===== config.mk =====
export PLATFORM = sky130hd
export DESIGN_NAME = pmem_arbiter
export DESIGN_NICKNAME = d
export VERILOG_FILES = /design/src/rtl/pmem_arbiter.sv
export SDC_FILE = /design/constraint.sdc
export NUM_CORES = 1
export LEC_CHECK = 0
export BUFFER_PORTS_ARGS = -buffer_cell sky130_fd_sc_hd__buf_2
export CORE_AREA = 2 2 548 550
export DETAILED_ROUTE_END_ITERATION = 6
export DIE_AREA = 0 0 550 552
export PLACE_DENSITY_LB_ADDON = 0.08
export RECOVER_POWER = 100
export SYNTH_ARGS = -nofsm -noshare
export SYNTH_HDL_FRONTEND = slang
export SYNTH_SLANG_ARGS = --single-unit

===== constraint.sdc =====
create_clock -name clk -period 2.2 [get_ports clk]
set_input_delay 0.44 -clock clk [delete_from_list [all_inputs] [get_ports clk]]
set_output_delay 0.44 -clock clk [all_outputs]
set_load 0.01 [all_outputs]

===== src/rtl/pmem_arbiter.sv =====
// Two-port physical-memory arbiter: serialises I-cache and D-cache line transactions onto one
// pmem port, round-robin on simultaneous requests, with a one-cycle bubble after each completion.
module pmem_arbiter #(
  parameter int ADDR_W = 32,
  parameter int LINE_W = 256
) (
  input  logic              clk,
  input  logic              rst,
  input  logic              i_pmem_read,
  input  logic [ADDR_W-1:0] i_pmem_address,
  output logic [LINE_W-1:0] i_pmem_rdata,
  output logic              i_pmem_resp,
  input  logic              d_pmem_read,
  input  logic              d_pmem_write,
  input  logic [ADDR_W-1:0] d_pmem_address,
  input  logic [LINE_W-1:0] d_pmem_wdata,
  output logic [LINE_W-1:0] d_pmem_rdata,
  output logic              d_pmem_resp,
  output logic              pmem_read,
  output logic              pmem_write,
  output logic [ADDR_W-1:0] pmem_address,
  output logic [LINE_W-1:0] pmem_wdata,
  input  logic [LINE_W-1:0] pmem_rdata,
  input  logic              pmem_resp,
  output logic [1:0]        dbg_state
);

  typedef enum logic [1:0] {
    IDLE    = 2'd0,
    GRANT_I = 2'd1,
    GRANT_D = 2'd2,
    DONE    = 2'd3
  } state_t;

  localparam logic LAST_I = 1'b0;
  localparam logic LAST_D = 1'b1;

  state_t            state_q, state_d;
  logic              last_q, last_d;
  logic              pmem_read_q, pmem_read_d;
  logic              pmem_write_q, pmem_write_d;
  logic [ADDR_W-1:0] pmem_address_q, pmem_address_d;
  logic [LINE_W-1:0] pmem_wdata_q, pmem_wdata_d;

  logic req_i;
  logic req_d;
  logic grant_d;

  assign req_i   = i_pmem_read;
  assign req_d   = d_pmem_read | d_pmem_write;
  // On a tie the side that did not win last time gets the port.
  assign grant_d = req_d & (~req_i | (last_q == LAST_I));

  always_comb begin
    state_d        = state_q;
    last_d         = last_q;
    pmem_read_d    = pmem_read_q;
    pmem_write_d   = pmem_write_q;
    pmem_address_d = pmem_address_q;
    pmem_wdata_d   = pmem_wdata_q;
    i_pmem_resp    = 1'b0;
    d_pmem_resp    = 1'b0;
    case (state_q)
      IDLE: begin
        if (grant_d) begin
          state_d        = GRANT_D;
          last_d         = LAST_D;
          pmem_address_d = d_pmem_address;
          pmem_wdata_d   = d_pmem_wdata;
          // A simultaneous read+write from the D side is issued as a write.
          pmem_write_d   = d_pmem_write;
          pmem_read_d    = ~d_pmem_write;
        end else if (req_i) begin
          state_d        = GRANT_I;
          last_d         = LAST_I;
          pmem_address_d = i_pmem_address;
          pmem_read_d    = 1'b1;
          pmem_write_d   = 1'b0;
        end
      end
      GRANT_I: begin
        if (pmem_resp) begin
          i_pmem_resp  = 1'b1;
          state_d      = DONE;
          pmem_read_d  = 1'b0;
          pmem_write_d = 1'b0;
        end
      end
      GRANT_D: begin
        if (pmem_resp) begin
          d_pmem_resp  = 1'b1;
          state_d      = DONE;
          pmem_read_d  = 1'b0;
          pmem_write_d = 1'b0;
        end
      end
      DONE: begin
        state_d = IDLE;
      end
      default: begin
        state_d = IDLE;
      end
    endcase
  end

  always_ff @(posedge clk or negedge rst) begin
    if (!rst) begin
      state_q        <= IDLE;
      last_q         <= LAST_I;
      pmem_read_q    <= 1'b0;
      pmem_write_q   <= 1'b0;
      pmem_address_q <= '0;
      pmem_wdata_q   <= '0;
    end else begin
      state_q        <= state_d;
      last_q         <= last_d;
      pmem_read_q    <= pmem_read_d;
      pmem_write_q   <= pmem_write_d;
      pmem_address_q <= pmem_address_d;
      pmem_wdata_q   <= pmem_wdata_d;
    end
  end

  assign pmem_read    = pmem_read_q;
  assign pmem_write   = pmem_write_q;
  assign pmem_address = pmem_address_q;
  assign pmem_wdata   = pmem_wdata_q;
  assign i_pmem_rdata = pmem_rdata;
  assign d_pmem_rdata = pmem_rdata;
  assign dbg_state    = state_q;

  always @(posedge clk) begin
    if (rst && (state_q == IDLE)) begin
      assert (!(d_pmem_read && d_pmem_write))
        else $warning("pmem_arbiter: d_pmem_read and d_pmem_write both set, issuing write");
    end
  end

endmodule


# Word level (Yosys, flattened, before mapping)
# Cells that the tools add are included.
dict set report classes {
  n_eq_ne 5
  mux 17
  bitwise 6
  n_reduce_logical 8
}
# cell count
set op_table {}
lappend op_table {{32-bit 2-to-1 mux} 2}
lappend op_table {{1-bit 2-to-1 mux} 9}
lappend op_table {{2-bit 2-to-1 mux} 3}
lappend op_table {{2-bit one-hot mux with 3 select lines} 1}
lappend op_table {{2-bit AND reduction} 3}
lappend op_table {{2-bit equality test (second input constant)} 2}
lappend op_table {{1-bit one-hot mux with 2 select lines} 2}
lappend op_table {{2-bit nonzero test} 2}
lappend op_table {{3-bit inequality test (second input constant)} 1}
lappend op_table {{1-bit NOT} 3}
lappend op_table {{3-bit AND reduction} 1}
lappend op_table {{2-bit by 1-bit equality test with 1-bit output (second input constant)} 1}
lappend op_table {{2-bit zero test} 1}
lappend op_table {{2-bit by 1-bit inequality test with 1-bit output (second input constant)} 1}
lappend op_table {{1-bit OR} 2}
lappend op_table {{2-bit OR reduction} 1}
lappend op_table {{1-bit bitwise AND} 1}
dict set report word_totals {
  ff_bits 293
  output_inout_bits 806
  elab_cells 42
}

# Depth between registers and ports, before layout
dict set report logic_depth {
  ltp_word 5
  ltp_mapped 7
}

# Worst setup path after synthesis
# Ideal clock, no wire load.
dict set report synth_path {
  path_type {reg-to-reg}
  from {reg state_q[0], in the netlist dbg_state[0]}
  to {reg pmem_wdata_q[100], in the netlist pmem_wdata[100]}
  setup_time_ns 0.125
  arrival_time_ns 1.541
  required_time_ns 2.075
  slack_ns 0.534
  stages_incl_launch_ff 7
  n_path_buf 2
  synth_period_minus_slack_ns 1.666
  path_cell_list {dfrtp_1 -> inv_1 -> ha_1 -> nand2_2 -> buf_6 -> buf_8 -> mux2_4}
}
dict set report synth_via {
  elab_chain_cells 2
}
# item line
set synth_rtl {}
lappend synth_rtl {{start, declared} 38} ;# state_t state_q, state_d;
lappend synth_rtl {{start signal, assigned} 115} ;# state_q <= state_d;
lappend synth_rtl {{2-bit zero test} 63} ;# case (state_q)
lappend synth_rtl {{2-bit AND reduction (no source line)} -}
lappend synth_rtl {{end signal, assigned} 120} ;# pmem_wdata_q <= pmem_wdata_d;
lappend synth_rtl {{end, declared} 43} ;# logic [LINE_W-1:0] pmem_wdata_q, pmem_wdata_d;
# No other way between the ends.
# A chain may end at the register's enable or synchronous reset.

# Final worst setup path
dict set report layout_path {
  from {reg state_q[0], in the netlist dbg_state[0]}
  to {reg pmem_wdata_q[204], in the netlist pmem_wdata[204]}
}
# The elaborated chain is that of the path after synthesis.

==> flow_metrics.env <==
export IMPL_outcome="finished clean"
export IMPL_synth_seq_area_share_pct=45.43
export IMPL_overflow=0
export IMPL_dr_pass1_iters=4
export IMPL_synth_top_area_share_pct=45.43
export IMPL_grt_util_all_layers_pct=5.826
export IMPL_core_area_um2=298300
export IMPL_routed_wirelength_mm=90.64
export IMPL_dp_hpwl_mm=75.23
export IMPL_fin_crit_ns=2.045
export IMPL_synthCells=1225
export IMPL_endpoint_kind="flop"
export IMPL_finalInstanceArea_um2=24040
export IMPL_htreeDepth=2
export IMPL_drc=0
export IMPL_port_buffers=619
export IMPL_startpoint="dbg_state[0]"
export IMPL_clk_latency_ns=0.67
export IMPL_drive_gt1_share_pct=32.83
export IMPL_cts_made_buffers=51
export IMPL_grt_setup_unrepaired="false"
export IMPL_setup_viol=0
export IMPL_syn_area_um2=16140
export IMPL_ys_flop_type="dfrtp_1"
export IMPL_worstPathMaxFanout=15
export IMPL_hold_violations=0
export IMPL_synthTopCellsByCount="buf_4, dfrtp_1, mux2_4, mux2i_1, nand2_1"
export IMPL_root_buffer="clkbuf_16"
export IMPL_period_share_pct=92.95
export IMPL_ys_types=25
export IMPL_nets=2271
export IMPL_hp_start="d_pmem_wdata[71]"
export IMPL_synth_async_reset_ratio_pct=100.0
export IMPL_area_delta_synth_final_pct=48.95
export IMPL_grt_use_met1_pct=6.055
export IMPL_placed_cell_area_um2=20670
export IMPL_clkTransAtPathRegs_ns=0.05
export IMPL_tightest_slew_ns=1.336
export IMPL_r2r_start="dbg_state[0]"
export IMPL_initial_core_util_pct=5.411
export IMPL_critPathLaunchType="flop"
export IMPL_hold_path_class="input pin to flop"
export IMPL_viasPerCell=1.800
export IMPL_slew_viol_final=0
export IMPL_cap_violations=0
export IMPL_drt_initial_drc_count=323
export IMPL_yosysWarnings=0
export IMPL_grt_use_met2_pct=9.269
export IMPL_wire_per_inst_um=15.93
export IMPL_die_w_um=550
export IMPL_row_count=201
export IMPL_r2r_end="pmem_wdata[204]"
export IMPL_finClkSkew_ns=0.01707
export IMPL_fin_util_pct=8.060
export IMPL_pin_count=1388
export IMPL_max_vdd_ir_drop_mv=0.5617
export IMPL_yosysTopAreaCell="dfrtp_1"
export IMPL_syn_mean_instance_area_um2=13.18
export IMPL_ys_ff_latch=293
export IMPL_final_antenna_net_count=0
export IMPL_cp_required_ns=2.75
export IMPL_crit_end="pmem_wdata[204]"
export IMPL_num_vias=10240
export IMPL_die_h_um=552
export IMPL_synth_area_leaders="dfrtp_1, buf_4, mux2_4"
export IMPL_worst_r2r_setup_slack_ns=0.16
export IMPL_busiest_layer="met2"
export IMPL_cellPowerDensity_nw_per_um2=1283
export IMPL_p_leak_nw=9.244
export IMPL_relSlewSlack_pct=10.93
export IMPL_antenna_found_initial=25
export IMPL_met3_usage_pct=3.734
export IMPL_grt_pass1_wl_mm=116.9
export IMPL_worstPathArrival_ns=2.60
export IMPL_r2r_cells=7
export IMPL_clk_path_buf_depth=3
export IMPL_cts_sink_count=293
export IMPL_synth_edf_count=0
export IMPL_cts_tree="done"
export IMPL_critPathKind="flop to flop"
export IMPL_syn_num_nets=1811
export IMPL_grt_max_degree=66
export IMPL_max_freq_ghz=0.4890
export IMPL_die_area_um2=303600
export IMPL_grt_pass1_vias=11740
export IMPL_yosysMostFrequentCell="buf_4"
export IMPL_gp_congestion=0.6785
[final cells by class]
| class | instances | area [um2] |
|---|---|---|
| inverter | 5 | 18.77 |
| antenna | 10 | 25.02 |
| multi-input combinational | 377 | 3920 |
| fill | 35020 | 274200 |
| sequential | 293 | 7332 |
| timing repair buffer | 957 | 6038 |
| clock inverter | 19 | 254.0 |
| clock buffer | 70 | 1500 |
| tap | 3958 | 4952 |
[placed cells by master, fill, tap and decap left out, types with 2 or more instances in the layout]
cell	count
buf_4	14
dlygate4sd3_1	277
inv_1	3
clkbuf_8	11
clkbuf_4	6
buf_6	6
mux2i_1	35
bufinv_16	6
and2_1	2
clkbuf_16	53
clkbuf_2	36
dfrtp_1	293
nand2_1	34
buf_12	8
ha_1	4
buf_2	325
mux2_2	28
clkinvlp_4	2
o21ai_0	32
mux2_4	53
clkinv_2	10
diode_2	10
clkbuf_1	290
inv_2	2
a21oi_1	2
or3_1	2
mux2_1	176
[cell families after synthesis]
| group | after synthesis | share of synthesized area, % |
|---|---|---|
| flip-flops | 293 | 45.43 |
| multiplexers | 292 | 25.43 |
| buffers and inverters | 555 | 26.36 |
| AND/OR/NAND/NOR | 41 | 1.062 |
| adder cells (fa/ha/maj) | 4 | 0.3101 |
| AO/OA/AOI/OAI | 40 | 1.419 |
[layer usage]
layer	routed length, um	part of all wire [%]
met1	33480	37
met2	40850	45
met3	13140	15
met4	3153	3.5
met5	13	0.014
[state kept, by name (all words and copies together), names as in the netlist]
register and count:
pmem_write 1, last_q 1, pmem_wdata 256, pmem_address 32, pmem_read 1, dbg_state 2
[worst min-delay path by stage]
stage,to,cells after the start,slack (ns)
after global routing,pmem_wdata[120],2,0.04
after floorplan,dbg_state[0],0,0.14
final,pmem_wdata[71],2,0.09
after detailed placement,pmem_wdata[43],1,0.39
after CTS,pmem_address[29],3,0.0004
after global placement,pmem_wdata[43],1,0.39
[worst max-delay path, stage by stage (launching register included)]
cell and delay (ns):
dfrtp_1 0.42, inv_2 0.08, clkbuf_1 0.12, ha_1 0.29, nand2_8 0.21, buf_12 0.23
clkbuf_4 0.23, mux2_4 0.33
[power by group]
group	total (mW)	leakage [nW]	internal, mW	switching [mW]
clock	8.71	0.868	5.40	3.31
combinational	12.3	4.89	4.74	7.51
sequential	9.89	3.48	8.20	1.69
[stage by stage]
stage               worst slack (ns)  TNS (ns)  power (mW)  hold WS [ns]  cells
global placement             -0.2318   -0.3687       25.35        0.3884   5309
CTS                         0.005282         0       35.19     0.0003777   5676
finish                        0.1552         0       30.85       0.08574   5689
detailed placement           -0.2315   -0.3169       25.31        0.3889   5309
global route                0.001808         0       33.60       0.03624   5687
floorplan                     0.5337         0       18.25        0.1444   1225
[repair_timing]
| item | in CTS | in global routing |
|---|---|---|
| hold buffers | 277 | 0 |
| setup endpoints to repair | 1 | 3 |
| setup buffers | 1 | 3 |
| resized for setup | 2 | 1 |
| endpoints found under the hold margin | 296 | 0 |
Note: power is estimated with default switching activity, not from simulation.
